==> config.mk <==
export PLATFORM = sky130hd
export DESIGN_NAME = significand_pack_flat
export DESIGN_NICKNAME = d
export VERILOG_FILES = /design/src/rtl/significand_pack_if.sv /design/src/rtl/significand_pack.sv /design/src/flat_wrapper.sv
export SDC_FILE = /design/constraint.sdc
export NUM_CORES = 1
export LEC_CHECK = 0
export CORE_UTILIZATION = 45
export DETAILED_ROUTE_END_ITERATION = 6
export GPL_ROUTABILITY_DRIVEN = 0
export HOLD_SLACK_MARGIN = 0.1
export PLACE_DENSITY = 0.71
export SLEW_MARGIN = 20
export SYNTH_ARGS = -nofsm -noshare
export SYNTH_HDL_FRONTEND = slang
export SYNTH_SLANG_ARGS = --single-unit
==> constraint.sdc <==
create_clock -name clk -period 3.3 [get_ports clk]
set_clock_uncertainty 0.1 [all_clocks]
set_input_delay 0.66 -clock clk [delete_from_list [all_inputs] [get_ports clk]]
set_output_delay 0.66 -clock clk [all_outputs]
set_load 0.005 [all_outputs]
==> src/rtl/significand_pack_if.sv <==
// Operand/result bundle for significand_pack: operand handshake in, packed-word handshake out.
`timescale 1ns/1ps
interface significand_pack_if #(parameter int N = 64);
   logic          in_valid;
   logic          in_ready;
   logic          dbs;
   logic          s;
   logic [10:0]   e;
   logic [52:0]   f;
   logic          out_valid;
   logic          out_ready;
   logic [N-1:0]  x;
   logic [5:0]    shifts;
   logic          zero;

   modport slave (
      input  in_valid, dbs, s, e, f, out_ready,
      output in_ready, out_valid, x, shifts, zero
   );

   modport master (
      output in_valid, dbs, s, e, f, out_ready,
      input  in_ready, out_valid, x, shifts, zero
   );
endinterface

==> src/rtl/significand_pack.sv <==
// Normalizes a 1.52 significand one left-shift per cycle, then packs an IEEE double/single word.
// Result valid k+1 cycles after accept (k = shifts); result held until out_ready, one operand in flight.
`timescale 1ns/1ps
module significand_pack #(
   parameter int N = 64
) (
   input  logic             clk,
   input  logic             rst_n,
   significand_pack_if.slave bus
);

   typedef enum logic [1:0] {IDLE = 2'd0, NORM = 2'd1, DONE = 2'd2} state_t;

   state_t        r_state;
   state_t        w_next;
   logic          r_s;
   logic          r_dbs;
   logic [10:0]   r_e;
   logic [52:0]   r_f;
   logic [5:0]    r_cnt;
   logic [N-1:0]  r_x;
   logic          r_zero;

   logic [10:0]   w_emax;
   logic [10:0]   w_expf;
   logic          w_shift;
   logic          w_load;
   logic          w_step;
   logic          w_pack;
   logic [N-1:0]  w_word;

   // Shifting stops at the hidden bit, at the minimum exponent (denormal), or for Inf/NaN.
   always_comb begin
      w_emax  = r_dbs ? 11'h0FF : 11'h7FF;
      w_shift = !r_f[52] && (r_f != '0) && (r_e > 11'd1) && (r_e != w_emax)
                && (r_cnt != 6'd52);
      w_expf  = (r_f[52] || (r_e == w_emax)) ? r_e : 11'd0;
      if (r_f == '0) begin
         w_word = {r_s, {(N-1){1'b0}}};
      end else if (r_dbs) begin
         w_word = {r_s, w_expf[7:0], r_f[51:29], 32'h0};
      end else begin
         w_word = {r_s, w_expf, r_f[51:0]};
      end
   end

   always_comb begin
      w_next = r_state;
      w_load = 1'b0;
      w_step = 1'b0;
      w_pack = 1'b0;
      case (r_state)
         IDLE: begin
            if (bus.in_valid) begin
               w_load = 1'b1;
               w_next = NORM;
            end
         end
         NORM: begin
            if (w_shift) begin
               w_step = 1'b1;
            end else begin
               w_pack = 1'b1;
               w_next = DONE;
            end
         end
         DONE: begin
            if (bus.out_ready) begin
               w_next = IDLE;
            end
         end
         default: w_next = IDLE;
      endcase
   end

   always_ff @(posedge clk or negedge rst_n) begin
      if (!rst_n) begin
         r_state <= IDLE;
         r_s     <= 1'b0;
         r_dbs   <= 1'b0;
         r_e     <= 11'd0;
         r_f     <= 53'd0;
         r_cnt   <= 6'd0;
         r_x     <= '0;
         r_zero  <= 1'b0;
      end else begin
         r_state <= w_next;
         if (w_load) begin
            r_s   <= bus.s;
            r_dbs <= bus.dbs;
            r_e   <= (bus.e == 11'd0) ? 11'd1 : bus.e;
            r_f   <= bus.f;
            r_cnt <= 6'd0;
         end
         if (w_step) begin
            r_f   <= {r_f[51:0], 1'b0};
            r_e   <= r_e - 11'd1;
            r_cnt <= r_cnt + 6'd1;
         end
         if (w_pack) begin
            r_x    <= w_word;
            r_zero <= (r_f == '0);
         end
      end
   end

   assign bus.in_ready  = (r_state == IDLE);
   assign bus.out_valid = (r_state == DONE);
   assign bus.x         = r_x;
   assign bus.shifts    = r_cnt;
   assign bus.zero      = r_zero;

endmodule

==> src/flat_wrapper.sv <==
// flat-port wrapper written by rule: the top's interface ports become plain ports
module significand_pack_flat 
#(
   parameter int N = 64
)
  (clk, rst_n, bus_in_valid, bus_dbs, bus_s, bus_e, bus_f, bus_out_ready, bus_in_ready, bus_out_valid, bus_x, bus_shifts, bus_zero);
  significand_pack_if #(.N(N)) bus_i ();
  input  logic clk;
  input  logic rst_n;
  input wire logic [$bits(bus_i.in_valid)-1:0] bus_in_valid;
  input wire logic [$bits(bus_i.dbs)-1:0] bus_dbs;
  input wire logic [$bits(bus_i.s)-1:0] bus_s;
  input wire logic [$bits(bus_i.e)-1:0] bus_e;
  input wire logic [$bits(bus_i.f)-1:0] bus_f;
  input wire logic [$bits(bus_i.out_ready)-1:0] bus_out_ready;
  output wire logic [$bits(bus_i.in_ready)-1:0] bus_in_ready;
  output wire logic [$bits(bus_i.out_valid)-1:0] bus_out_valid;
  output wire logic [$bits(bus_i.x)-1:0] bus_x;
  output wire logic [$bits(bus_i.shifts)-1:0] bus_shifts;
  output wire logic [$bits(bus_i.zero)-1:0] bus_zero;
  assign bus_i.in_valid = bus_in_valid;
  assign bus_i.dbs = bus_dbs;
  assign bus_i.s = bus_s;
  assign bus_i.e = bus_e;
  assign bus_i.f = bus_f;
  assign bus_i.out_ready = bus_out_ready;
  assign bus_in_ready = bus_i.in_ready;
  assign bus_out_valid = bus_i.out_valid;
  assign bus_x = bus_i.x;
  assign bus_shifts = bus_i.shifts;
  assign bus_zero = bus_i.zero;
  significand_pack #(.N(N)) u_core (.clk(clk), .rst_n(rst_n), .bus(bus_i));
endmodule
### Word-level counts from Yosys, hierarchy flattened

Index checks and enable logic that the tools add are counted.

* $mul: 0
* add/subtract/negate cells: 2
* div/mod/pow operators: 0
* equality and inequality tests: 8
* order comparisons: 1
* multiplexer cells: 21
* bitwise gates (word level): 0
* reduce and logical (&&, ||, !) cells: 12
* shift operators: 0

Operator list (number)
* two-way mux 63 bit: 2
* two-way mux 53 bit: 2
* two-way mux 11 bit: 5
* zero test 53 bit: 1
* nonzero test 53 bit: 1
* two-way mux 6 bit: 2
* == test 11 bit: 1
* > comparator 11 x 1 -> 1 bit, second input constant: 1
* zero test 11 bit: 1
* inequality test 11 bit: 1
* subtractor 11 x 1 -> 11 bit, second input constant: 1
* adder 6 x 1 -> 6 bit, second input constant: 1
* two-way mux 1 bit: 6
* two-way mux 2 bit: 3
* inequality test 2 bit, second input constant: 3
* inequality test 6 bit, second input constant: 1
* one-hot mux 2 bit (3 select lines): 1
* logical AND 1 bit: 4
* AND reduction 3 bit: 1
* == test 2 x 1 -> 1 bit, second input constant: 1
* == test 2 bit, second input constant: 1
* zero test 2 bit: 1
* nonzero test 2 bit: 1
* zero test 1 bit: 1
* logical OR 1 bit: 1

* latch bits: 0
* memory bits (read-only): 0
* register bits after elaboration: 139
* memories kept: 0
* bits in writable memories: 0
* input bits: 70
* word-level logic and storage cells: 52
* output and inout port bits: 73

### Depth between registers and ports, before layout

Gate-level depths: netlist of run 1.

* word-level depth: 8
* depth in mapped cells: 10
* depth with buffers taken out: 8

### Worst setup path before layout of run 1

No wires, ideal clock.

* path kind: register -> register
* start point: register u_core.r_e[1]
* end point: register u_core.r_x[63], in the netlist u_core.bus.x[63]
* slack: 0.932 ns
* path buffers: 2
* arrival: 2.141 ns
* setup time: 0.127 ns
* required time: 3.073 ns
* clock period less this slack: 2.368 ns
* stages on the path, launching flop included: 10
* path through: dfrtp_1 > inv_1 > ha_1 > o21ba_2 > nor4_4 > or4_1 > buf_6 > o21ai_2 > buf_6 > mux2_1

* longest elaborated chain between the ends: 6
* elaborated cells on any way between the ends: 7
* classes of those cells: 1 x order compare; 1 x eq/ne; 2 x mux; 3 x reduce/logical

RTL lines
* from (decl): line significand_pack.sv:18 `logic [10:0] r_e;`
* from (signal assigned): line significand_pack.sv:91 `r_e <= (bus.e == 11'd0) ? 11'd1 : bus.e;`
* from (signal assigned): line significand_pack.sv:97 `r_e <= r_e - 11'd1;`
* > comparator 11 x 1 -> 1 bit: line significand_pack.sv:35 `w_shift = !r_f[52] && (r_f != '0) && (r_e > 11'd1) && (r_e != w_emax)`
* logical AND 1 bit: line significand_pack.sv:35
* logical AND 1 bit (*): line significand_pack.sv:35
* logical AND 1 bit (*): line significand_pack.sv:36 `&& (r_cnt != 6'd52);`
* two-way mux 1 bit (*): line significand_pack.sv:60 `if (w_shift) begin`
* two-way mux 1 bit (*): line significand_pack.sv:52 `case (r_state)`
* to (signal assigned): line significand_pack.sv:101 `r_x <= w_word;`
* to (decl): line significand_pack.sv:21 `logic [N-1:0] r_x;`

Mark *: on every way between the ends. The rest lies on a longest branch, timed or not.
A chain may end at the register's enable or synchronous reset.

### Worst setup path in the final report of run 1

* start point: register u_core.r_e[1]
* end point: register u_core.r_x[40], in the netlist u_core.bus.x[40]

The elaborated chain is that of the path after synthesis.

==> results of run 1 <==
## stage by stage
step                std cells  setup slack, ns  total power [mW]  hold slack, ns
global route              867            0.260              9.44           0.195
global placement          835            0.561              6.81           0.363
floorplan                 547            0.932              5.37           0.264
finish                    867            0.370              8.92           0.133
CTS                       867            0.396              8.93           0.161
detailed placement        835            0.441              6.90           0.372
## cell usage after synthesis (5+ instances only)
master and count:
a221o_1 53, a22o_1 32, and3_1 51, buf_2 12, buf_6 15, clkbuf_1 25, dfrtp_1 139, ha_1 5
inv_1 8, mux2i_1 30, nand2_1 31, nand3_1 8, nand4_1 5, nor2_1 11, nor3_1 6, nor4_1 23
o211ai_1 10, o2bb2ai_1 32
## state kept, by name, indices dropped and copies added (netlist names)
signal / count
u_core.bus.x: 64
u_core.r_s: 1
u_core.r_e: 11
u_core.bus.shifts: 6
u_core.r_state: 2
u_core.bus.zero: 1
u_core.r_f: 53
u_core.r_dbs: 1
## final timing paths
path	slack (ns)	start	cells after the start	end
max in group asynchronous	2.16	rst_n	2	u_core.r_f[32]$_DFFE_PN0P_
hold / removal	0.13	rst_n	1	u_core.bus.x[16]$_DFFE_PN0P_
setup reg to reg	0.37	u_core.r_e[1]$_DFFE_PN0P_	8	u_core.bus.x[40]$_DFFE_PN0P_
hold reg to reg	0.38	u_core.r_s$_DFFE_PN0P_	2	u_core.r_s$_DFFE_PN0P_
setup / recovery	0.37	u_core.r_e[1]$_DFFE_PN0P_	8	u_core.bus.x[40]$_DFFE_PN0P_
min in group clk	0.38	u_core.r_s$_DFFE_PN0P_	2	u_core.r_s$_DFFE_PN0P_
## kinds of logic (layout without fill, tap and decap cells)
group                      Yosys count  in the layout  share of synthesized area
muxes                               31             31                     0.0478
buffers and inverters               60            200                     0.0541
and+or+nand+nor                    158            158                      0.140
AOI/OAI and AO/OA                  154            154                      0.215
DFF                                139            139                      0.533
adders and majority gates            5              5                    0.00959
## area by class of cell
cell class | count | area [µm²] | area share
timing repair buffer | 160 | 1570 | 0.182
multi-input combinational | 348 | 2720 | 0.315
sequential | 139 | 3480 | 0.403
clock buffer | 25 | 505 | 0.0585
inverter | 8 | 30.0 | 0.00348
clock inverter | 7 | 110 | 0.0127
tap | 180 | 225 | 0.0261
## routing by layer
layer  vias to the layer above  part of all wire
met5                         -                 0
met4                         0             0.028
met3                        35             0.061
met2                       225              0.45
met1                      2644              0.46
li1                       2407                 -
## report_power, final
part / internal, mW / switching, mW / leakage (nW)
Clock: 1.28 / 0.688 / 0.307
Combinational: 1.92 / 1.66 / 1.69
Sequential: 2.50 / 0.860 / 1.76
Total: 5.71 / 3.21 / 3.76
==> flow_summary.ini, run 1 <==
[global_routing]
antenna_found_initial = 0
busiest_layer = met1
grt_pass1_wl_mm = 28.4
use_met3 = 0.0604
grt_start_max_net_pins = 70
grt_usage = 0.252
overflow = 0
grt_pass1_vias = 5177
met2_usage = 0.353
use_met1 = 0.366

[synth]
yosys-top-cells-area = dfrtp_1 53%, a221o_1 8.1%, and3_1 4.9%
async_flop_share = 1.00
synth_area_per_cell_um2 = 11.9
yosysTopAreaCell = dfrtp_1
synthFlopType = dfrtp_1
synth_nets = 622
ys_types = 51
yosysWarnings = 0
synth-edff-count = 0
netlist_instances = 547
seq_area_frac_synth = 0.533
synth_area_mm2 = 0.00652
synth.ff_latch_count = 139
synth_top_area_frac = 0.533

[layout]
layout-drive-gt1-share = 0.0917
num-fill-cells = 1110
final_nets = 749
most-common-layout-cells = 141 x clkdlybuf4s50_1, 138 x dfrtp_1, 53 x a221o_1, 51 x and3_1
postLayoutCoreUtil = 0.618
design_area_mm2 = 0.00864
layout_commonest_cell = clkdlybuf4s50_1
antenna_cells = 0
syn_to_final_growth_pct = 32.5

[worst_setup_path]
crit_chain = inv_1, ha_1, o21ba_2, nor4_4, or4_1, o21ai_4, buf_4, o2bb2ai_1
endpoint_kind = register
critical_path_class = register to register
critPathTopFamily = compound AO/OA/AOI/OAI gates
critPathBufInv = 2
arrival_ns = 3.17
start_kind = register
max_stage_delay_ns = 0.63
cp_max_fo = 29
critPathSlowestCell = or4_1
cp.required_ns = 3.54

[die]
start_util = 0.466
dieHeight_um = 122
core_region_area_mm2 = 0.0140
design.die.area_mm2 = 0.0150
die_w_um = 122
rows = 43
ios = 143

[cts]
cts.sinks = 139
cts_resized = 0
cts_buffer_depth = 2
htreeDepth = 4
hold_buffers = 0
cts_setup_buffers = 0
cts_root_buf = clkbuf_16
cts_made_buffers = 17
path_clk_slew_ns = 0.06
cts_tree = done
insertion_delay_ns = 0.42

[hold_path]
min_path_type = input port to async pin

[sta]
setup_viol = 0
rsz0062_at_grt = no
max_slew_margin = 0.544
slew_viol_final = 0
tns_ns = 0
tightest_slew_ns = 0.682
fmax_mhz = 341
finalHoldViolCount = 0
fin_crit_sh = 0.888
min_period_ns = 2.93

[detailed_routing]
vias = 5311
dr.pass1.iters = 5
drtIter0Drc = 529
viasPerCell = 6.13
drt.antenna.violating_nets = 0
wire_per_inst_um = 20.8
drc = 0
drt-total-wl_mm = 18.1

[pwr]
peakVddDrop_mv = 0.481
leakage_nw = 3.76
p_per_area_mw_per_mm2 = 1030

[place]
dpl_cell_area_mm2 = 0.00803
dp_hpwl_mm = 12.0
portBuffers = 142

[flow_run]
drv_cap = 0

[run_status]
status = finished clean
(Power assumes the default switching activity.)
==> run 2, diff against run 1 <==
--- a/config.mk
+++ b/config.mk
@@ -5,6 +5,8 @@
 export SDC_FILE = /design/constraint.sdc
 export NUM_CORES = 1
 export LEC_CHECK = 0
+export ABC_AREA = 1
+export CAP_MARGIN = 5
 export CORE_UTILIZATION = 45
 export DETAILED_ROUTE_END_ITERATION = 6
 export GPL_ROUTABILITY_DRIVEN = 0
==> flow_summary.ini, run 2 <==
[cts]
path_clk_slew_ns = 0.06
cts.sinks = 139
insertion_delay_ns = 0.43
cts_resized = 0
htreeDepth = 4
cts_root_buf = clkbuf_16
cts_setup_buffers = 0
cts_made_buffers = 17
hold_buffers = 0
cts_buffer_depth = 2
cts_tree = done

[worst_setup_path]
critical_path_class = register to register
arrival_ns = 2.70
timing.rr.start = u_core.r_f[49]$_DFFE_PN0P_
rr_worst_depth = 11
r2r_slack_ns = 0.86
rr_endpoint = u_core.bus.x[49]$_DFFE_PN0P_
cp.required_ns = 3.56
start_kind = register
cp_max_fo = 37
startpoint = u_core.r_f[49]$_DFFE_PN0P_
endpoint_kind = register
cp-endpoint = u_core.bus.x[49]$_DFFE_PN0P_

[sta]
tightest_slew_ns = 0.839
max_slew_margin = 0.440
setup_viol = 0
fmax_mhz = 409
tns_ns = 0
fin_crit_sh = 0.740
rsz0062_at_grt = no
min_period_ns = 2.44
setup_ws_ns = 0.857
finalHoldViolCount = 0
slew_viol_final = 0

[layout]
design_area_mm2 = 0.00903
final_cells = 1216
layout-drive-gt1-share = 0.0671
most-common-layout-cells = 345 x nand2_1, 147 x nand3_1, 141 x clkdlybuf4s50_1, 139 x dfrtp_1, 65 x o21ai_0
layout_commonest_cell = nand2_1
antenna_cells = 0
largest_register_ffs = 64
num-fill-cells = 1340
final_nets = 1090
syn_to_final_growth_pct = 29.6

[synth]
synth_area_per_cell_um2 = 7.72
async_flop_share = 1.00
seq_area_frac_synth = 0.499
synth_area_mm2 = 0.00697
ys_types = 32
synth-edff-count = 0
netlist_instances = 902
synthFlopType = dfrtp_1
yosysTopAreaCell = dfrtp_1
synth_common_cells = 346 x nand2_1, 147 x nand3_1, 139 x dfrtp_1
synth_nets = 977
synth_most_common_cell = nand2_1
synth_top_area_frac = 0.499
synth.ff_latch_count = 139
yosysWarnings = 0
yosys-top-cells-area = dfrtp_1 50%, nand2_1 19%, nand3_1 11%

[hold_path]
min_path_type = input port to async pin

[global_routing]
grt_pass1_wl_mm = 30.2
overflow = 0
antenna_found_initial = 0
grt_pass1_vias = 6027
grt_start_max_net_pins = 91
grt_usage = 0.239

[place]
post-place-ws_ns = 0.845
dpl_cell_area_mm2 = 0.00841
dp_cells = 1184
dp_hpwl_mm = 12.0
portBuffers = 142

[detailed_routing]
drtIter0Drc = 540
wire_per_inst_um = 15.0
drt.antenna.violating_nets = 0
drt-total-wl_mm = 18.2
drc = 0
vias = 6336
dr.pass1.iters = 5
viasPerCell = 5.21

[die]
die_w_um = 126
design.die.area_mm2 = 0.0160
rows = 45
core_region_area_mm2 = 0.0151
start_util = 0.460
ios = 143
dieHeight_um = 126

[pwr]
leakage_nw = 4.20
p_per_area_mw_per_mm2 = 989
peakVddDrop_mv = 0.582

[flow_run]
drv_cap = 0

[run_status]
status = finished clean
run 2: cell types whose count changed in the layout (fill, tap and decap cells not counted), moves of 30 or more:
cell	delta
o21ai_0	+62
and3_1	-51
nand3_1	+139
a22o_1	-32
mux2i_1	-30
nor2_1	+45
o2bb2ai_1	-32
a221o_1	-53
nand2_1	+314
run 2: worst min path at each step:
stage,cells after the start,from,to
CTS,1,rst_n,u_core.bus.x[7]$_DFFE_PN0P_
global route,1,rst_n,u_core.bus.x[8]$_DFFE_PN0P_
global placement,2,u_core.bus.x[36]$_DFFE_PN0P_,u_core.bus.x[36]$_DFFE_PN0P_
finish,1,rst_n,u_core.bus.x[7]$_DFFE_PN0P_
floorplan,0,rst_n,u_core.bus.shifts[0]$_DFFE_PN0P_
detailed placement,2,u_core.bus.x[52]$_DFFE_PN0P_,u_core.bus.x[52]$_DFFE_PN0P_
run 2: cells by family (layout without fill, tap and decap cells):
logic type	Yosys count	after routing	synth area share
AOI/OAI and AO/OA	82	82	0.0625
adders and majority gates	5	5	0.00898
and+or+nand+nor	566	566	0.344
DFF	139	139	0.499
buffers and inverters	99	225	0.0715
xor gates and xnor gates	11	11	0.0138
run 2: metrics by stage:
stage	power (mW)	util	hold WS (ns)
final	8.93	0.596	0.193
after global routing	9.63	0.596	0.281
after CTS	8.98	0.596	0.242
after detailed placement	6.95	0.555	0.365
after global placement	6.87	0.555	0.364
after floorplan	5.52	-	0.264
run 2: layout make-up:
type | count | area (µm²) | share of cell area
Clock buffer | 19 | 453 | 0.0501
Sequential cell | 139 | 3480 | 0.385
Multi-Input combinational cell | 664 | 2990 | 0.331
Clock inverter | 13 | 166 | 0.0184
Timing Repair Buffer | 153 | 1560 | 0.172
Tap cell | 188 | 235 | 0.0260
Inverter | 40 | 150 | 0.0166
run 2: critical path: stages, from the launching register on:
cell,delay [ns]
dfrtp_1,0.40
inv_1,0.12
nand3_1,0.11
nor2_1,0.14
nand2_1,0.09
nor2_1,0.10
nand2_1,0.27
nand3_4,0.18
nand2_4,0.26
inv_2,0.41
nand2_1,0.10
nand2_1,0.08
run 2: per-layer routing:
layer | wire (µm) | up-vias | track usage
li1 | - | 3121 | -
met1 | 8810 | 2993 | 0.344
met2 | 8170 | 201 | 0.366
met3 | 1030 | 21 | 0.0443
met4 | 195 | 0 | 0.0780
met5 | 0 | - | 0
run 2: report_power, final:
group          switching (mW)  internal (mW)  total [mW]  leakage, nW
Clock                   0.763           1.23        1.99        0.296
Combinational            2.08           1.65        3.73         2.13
Sequential              0.722           2.49        3.21         1.77
